<file path="src/rtl/multi_blinker.sv">
// Multi-channel LED blinker: debounced buttons select a channel and step its speed;
// each channel toggles every BASE_TICKS*(2**IDX_W - speed) cycles, optionally locked to channel 0.
module multi_blinker #(
  parameter int N_CH           = 4,
  parameter int IDX_W          = 4,
  parameter int BASE_TICKS     = 12_500_000,
  parameter int CNT_W          = 32,
  parameter int DEBOUNCE_TICKS = 1_000_000,
  parameter int RESET_SPEED    = 3
) (
  input  logic              clk,
  input  logic              rst,
  input  logic              btnu,
  input  logic              btnd,
  input  logic              btnl,
  input  logic              btnr,
  input  logic              lock,
  output logic [N_CH-1:0]   blink,
  output logic [N_CH-1:0]   sel_onehot,
  output logic [IDX_W-1:0]  sel_speed
);

  localparam int SEL_W = $clog2(N_CH);
  localparam int DB_W  = $clog2(DEBOUNCE_TICKS) + 1;
  localparam int NIN   = 5;
  localparam logic [IDX_W-1:0] SPD_MAX = '1;

  if (64'(BASE_TICKS) * (64'd1 << IDX_W) >= (64'd1 << CNT_W)) begin : g_chk_cnt
    $error("multi_blinker: BASE_TICKS*2**IDX_W does not fit in CNT_W bits");
  end
  if (N_CH < 2) begin : g_chk_nch
    $error("multi_blinker: N_CH must be at least 2");
  end
  if (DEBOUNCE_TICKS < 1) begin : g_chk_db
    $error("multi_blinker: DEBOUNCE_TICKS must be at least 1");
  end
  if (RESET_SPEED >= (2 ** IDX_W)) begin : g_chk_rs
    $error("multi_blinker: RESET_SPEED out of range");
  end

  function automatic logic [CNT_W-1:0] target(input logic [IDX_W-1:0] s);
    logic [CNT_W-1:0] steps;
    steps = CNT_W'(2 ** IDX_W) - CNT_W'(s);
    return CNT_W'(BASE_TICKS) * steps;
  endfunction

  function automatic logic [IDX_W-1:0] sat_inc(input logic [IDX_W-1:0] s);
    return (s == SPD_MAX) ? s : s + 1'b1;
  endfunction

  function automatic logic [IDX_W-1:0] sat_dec(input logic [IDX_W-1:0] s);
    return (s == '0) ? s : s - 1'b1;
  endfunction

  logic [NIN-1:0]  raw, sync_p0, sync_p1, acc, acc_d, rise;
  logic [DB_W-1:0] db_cnt [NIN];

  assign raw = {lock, btnr, btnl, btnd, btnu};

  // Stage p0/p1: two-flop synchroniser, then per-input debounce against the accepted level
  always_ff @(posedge clk) begin
    if (rst) begin
      sync_p0 <= '0;
      sync_p1 <= '0;
      acc     <= '0;
      acc_d   <= '0;
      for (int i = 0; i < NIN; i++) db_cnt[i] <= '0;
    end else begin
      sync_p0 <= raw;
      sync_p1 <= sync_p0;
      acc_d   <= acc;
      for (int i = 0; i < NIN; i++) begin
        if (sync_p1[i] != acc[i]) begin
          if (db_cnt[i] == DB_W'(DEBOUNCE_TICKS - 1)) begin
            acc[i]    <= sync_p1[i];
            db_cnt[i] <= '0;
          end else begin
            db_cnt[i] <= db_cnt[i] + 1'b1;
          end
        end else begin
          db_cnt[i] <= '0;
        end
      end
    end
  end

  assign rise = acc & ~acc_d;

  logic up, dn, left, right, lock_rise, locked;
  assign up        = rise[0];
  assign dn        = rise[1];
  assign left      = rise[2];
  assign right     = rise[3];
  assign lock_rise = rise[4];
  assign locked    = acc[4];

  logic [SEL_W-1:0] sel, sel_next, tgt;
  logic [IDX_W-1:0] speed [N_CH];

  always_comb begin
    sel_next = sel;
    if (right)
      sel_next = (sel == SEL_W'(N_CH - 1)) ? '0 : sel + 1'b1;
    else if (left)
      sel_next = (sel == '0) ? SEL_W'(N_CH - 1) : sel - 1'b1;
    tgt = locked ? '0 : sel;
  end

  // Edited channel is the one selected before this cycle's select move
  always_ff @(posedge clk) begin
    if (rst) begin
      sel        <= '0;
      sel_onehot <= N_CH'(1);
      for (int i = 0; i < N_CH; i++) speed[i] <= IDX_W'(RESET_SPEED);
    end else begin
      sel        <= sel_next;
      sel_onehot <= N_CH'(1) << sel_next;
      if (up)
        speed[tgt] <= sat_inc(speed[tgt]);
      else if (dn)
        speed[tgt] <= sat_dec(speed[tgt]);
    end
  end

  assign sel_speed = speed[sel];

  logic [IDX_W-1:0] eff_speed [N_CH];
  logic [CNT_W-1:0] count     [N_CH];
  logic [CNT_W-1:0] cur_ticks [N_CH];

  always_comb begin
    for (int i = 0; i < N_CH; i++) eff_speed[i] = locked ? speed[0] : speed[i];
  end

  // Half-period length is latched only at a toggle, so speed edits never cut one short
  always_ff @(posedge clk) begin
    if (rst) begin
      blink <= '0;
      for (int i = 0; i < N_CH; i++) begin
        count[i]     <= '0;
        cur_ticks[i] <= target(IDX_W'(RESET_SPEED));
      end
    end else begin
      for (int i = 0; i < N_CH; i++) begin
        if (lock_rise) begin
          count[i]     <= '0;
          blink[i]     <= 1'b0;
          cur_ticks[i] <= target(speed[0]);
        end else if (count[i] == cur_ticks[i] - 1'b1) begin
          count[i]     <= '0;
          blink[i]     <= ~blink[i];
          cur_ticks[i] <= target(eff_speed[i]);
        end else begin
          count[i]     <= count[i] + 1'b1;
        end
      end
    end
  end

endmodule
</file>
<file path="config.mk">
export PLATFORM = sky130hd
export DESIGN_NAME = multi_blinker
export DESIGN_NICKNAME = d
export VERILOG_FILES = /design/src/rtl/multi_blinker.sv
export SDC_FILE = /design/constraint.sdc
export NUM_CORES = 1
export LEC_CHECK = 0
export CAP_MARGIN = 20
export CORE_MARGIN = 10
export CORE_UTILIZATION = 35
export CTS_CLUSTER_SIZE = 10
export DETAILED_ROUTE_END_ITERATION = 16
export PLACE_DENSITY_LB_ADDON = 0.2
export SYNTH_ARGS = -nofsm -noshare
export SYNTH_HDL_FRONTEND = slang
export SYNTH_SLANG_ARGS = --single-unit
export TNS_END_PERCENT = 10
</file>
<file path="constraint.sdc">
create_clock -name clk -period 10.7 [get_ports clk]
set_input_delay 2.14 -clock clk [delete_from_list [all_inputs] [get_ports clk]]
set_output_delay 2.14 -clock clk [all_outputs]
set_load 0.01 [all_outputs]
</file>
==> impl_results.md <==
* Vias/cell at 4.81
* Commonest cells after routing, fill and taps aside: nor2_1, ha_1, edfxtp_1
* Worst-Skew Late Latency at approximately 610 ps
* I/O Buffers at 18
* Final net count at about 3,800
* Cells after Synth at roughly 3,000
* Num ports at 19
* DIE AREA at 99,600 um2
* R2r setup slk at 3490 ps
* Longest Clk Path Bufs at 3
* Core region area at between 80,000 and 90,000 um2
* Asr flop ratio synth at 0%
* Post-synth top area cell: edfxtp_1
* Vias in the first global route at roughly 21,000
* Row cnt at between 100 and 150
* Die H at 316 um
* Area growth, synth to finish at 12.4%
* Status: completed
* Maximum clock frequency at between 0.1 and 0.15 GHz
* Ant. Diodes at 0
* Crit Reg-Reg Endpoint: cur_ticks[3][23]$_DFFE_PP_
* Post-route ant nets at 0
* Detailed placement HPWL at about 53,000 um
* Crit Reg-Reg Startpoint: acc[4]$_SDFFE_PP0P_
* Max cap viols at 0
* Final WL at 69,500 um
* H-tree Lvls at 2
* Commonest non-fill, non-tap cell in the layout: nor2_1
* Die span in x at roughly 320 um
* Post-CTS sizing at 0
* Largest net degree at the start of global routing at slightly below 60
* DP Area at between 30,000 and 40,000 um2
* Total GRT Usage at approximately 14%
* Area contributors post-synth: edfxtp_1, ha_1, xnor2_1
* Post-CTS Setup Inserts at 0
* Final WS setup at about 3500 ps
* Hold wc startpoint: sync_p0[1]$_SDFF_PP0_
* GPL Wtd Cong at approximately 0.86
* Power Total at around 4.1 mW
* First-pass GRT wire length at between 100,000 and 150,000 um
* Routed WL per cell at ~15 um
* R2r worst-path depth at 25
* Average size of a mapped cell at a little under 10 um2
* Layout cell share with drive strength beyond 1 at under 10%
* Post-route cell area at ~34,000 um2
* Syn Std Cell Area at ~30,000 um2
* DRT iter0 DRCs at roughly 1,200
* Hold worst-path end: sync_p1[1]$_SDFF_PP0_
* Worst path arrival time at approximately 7600 ps
* CP Capture Type: register
* CP required at ~11,000 ps
* Hold Path Class: reg -> reg
* Post-synth cell types at ~90
* Critical path class: reg -> reg
* Drt drc at 0
* RSZ-0062 raised after global routing: no
* CTS tree: yes
* YS warnings at 0
* Final setup violation count at 0
* Sink Count at between 300 and 400
* Total leakage power at 13.8 nW
* Final Max Tran Viols at 0
* Worst slew pin tran at 1120 ps
* Via count at between 20,000 and 25,000
* DR pass1 iterations at 8
* Pwr Density at 118 nW/um2
* Fin Setup TNS at 0 ps
* Initial Utilization at between 30% and 40%
* Sequential area share after synthesis at 36.2%
* Clock Tree Root: clkbuf_16
* Final hold viol count at 0
* EDFF count, synth at 349
* Final period util at around 67%
* Worst-path clk slew at roughly 60 ps
* Gr ovfl total at 0
* Post-synth top area share at between 30% and 40%
* Slew HR at between 20 and 25%
* Pre-CTS WS at about 3500 ps
* CP max FO at 32
* Worst Hold Depth at 1
* Max IR drop VDD at 110 uV
* Initial antenna violation count at 0
* Crit path time final at 7210 ps
* Crit path launch type: register
* TritonCTS buffer count at around 50
* Top FF cell, synth: edfxtp_1
* Clock skew at between 20 and 30 ps
* Flops & latches, synth at 379
* CTS Hold Bufs at 0
==> cells by family (layout without fill, tap and decap cells) <==
| family | count (synthesis) | in the layout | synth area share, % |
|---|---|---|---|
| xor+xnor | 416 | 416 | 11.9 |
| buf+inv | 350 | 390 | 4.68 |
| fa+ha+maj | 430 | 430 | 19.5 |
| other cells | 2 | 239 | 0.0246 |
| simple gates | 1110 | 1110 | 18.8 |
| flops | 379 | 379 | 36.2 |
| mux | 34 | 34 | 1.23 |
| compound gates | 365 | 365 | 7.68 |
==> report_power, final <==
part	switching (mW)	internal (mW)	total [mW]
Combinational	0.394	0.295	0.689
Sequential	0.0721	1.68	1.75
Clock	0.656	0.962	1.62
==> flip-flops by register name (all words and copies together) (netlist names) <==
name	flops
count	128
db_cnt	105
cur_ticks	100
speed	16
acc	5
acc_d	5
sync_p0	5
sync_p1	5
blink	4
sel_onehot	4
sel	2
==> stage by stage <==
step / cells / hold slack [ps] / util [%]
after detailed placement: 4429 / 424 / 37.8
after global placement: 4428 / 420 / 37.8
final: 4518 / 429 / 39.6
after floorplan: 3323 / 414 / -
after CTS: 4517 / 435 / 39.6
after global routing: 4518 / 451 / 39.6
==> routing by layer <==
metal	global-route usage, %	vias to the layer above	share of wire, %
met4	3.74	0	2.5
met5	0	-	0
met2	22.6	293	45
met1	18.9	10185	48
li1	-	11162	-
met3	2.39	89	4.2
==> worst max-delay path: stages, from the launching register on <==
cell and delay (ps):
dfxtp_1 300, buf_4 350, mux2i_1 490, nand2_1 160, nor2_1 140, xor2_1 100, o21ai_0 750, ha_1 380
xor2_1 180, ha_1 190, a21o_1 160, ha_1 270, ha_1 280, inv_1 50, fa_1 500, fa_1 540
inv_1 40, ha_1 350, a211o_1 280, o211ai_1 140, a211oi_1 160, o41ai_1 560, nand2b_1 110, a211oi_1 240
nor2_1 60, a22o_1 170
==> final cells by class <==
cell class              count  area [um2]
fillers                  8796       52400
multi-input cells        2594       19000
flip-flops and latches    379       11100
well taps                1155        1450
clock buffers              73        1380
inverters                 268        1010
repair buffers             34         320
clock inverters            15         174
==> cells in the mapped netlist, types with 14 or more instances <==
cell type / count
a211oi_1: 14
a21o_1: 24
a21oi_1: 109
a31oi_1: 21
and2_1: 20
and3_1: 50
and4_1: 18
clkbuf_1: 51
dfxtp_1: 30
edfxtp_1: 349
fa_1: 76
ha_1: 354
inv_1: 268
mux2i_1: 24
nand2_1: 155
nand2b_1: 30
nand3_1: 122
nand4_1: 50
nor2_1: 355
nor2b_1: 38
nor3_1: 100
nor4_1: 33
o211ai_1: 14
o21ai_0: 64
o22ai_1: 19
or2_2: 18
or3_1: 26
or4_1: 18
xnor2_1: 208
xor2_1: 208
==> worst max-delay path by stage <==
stage	startpoint	end	slack, ps	cells past startpoint
floorplan	acc[4]$_SDFFE_PP0P_	cur_ticks[2][23]$_SDFFCE_PN0P_	3990	26
global placement	acc[4]$_SDFFE_PP0P_	cur_ticks[3][23]$_DFFE_PP_	3610	25
detailed placement	acc[4]$_SDFFE_PP0P_	cur_ticks[3][23]$_DFFE_PP_	3500	25
CTS	acc[4]$_SDFFE_PP0P_	cur_ticks[3][23]$_DFFE_PP_	3480	25
global route	speed[0][0]$_SDFFCE_PN1P_	cur_ticks[3][23]$_DFFE_PP_	3010	24
finish	acc[4]$_SDFFE_PP0P_	cur_ticks[3][23]$_DFFE_PP_	3490	25
Note: power is estimated with default switching activity, not from simulation.
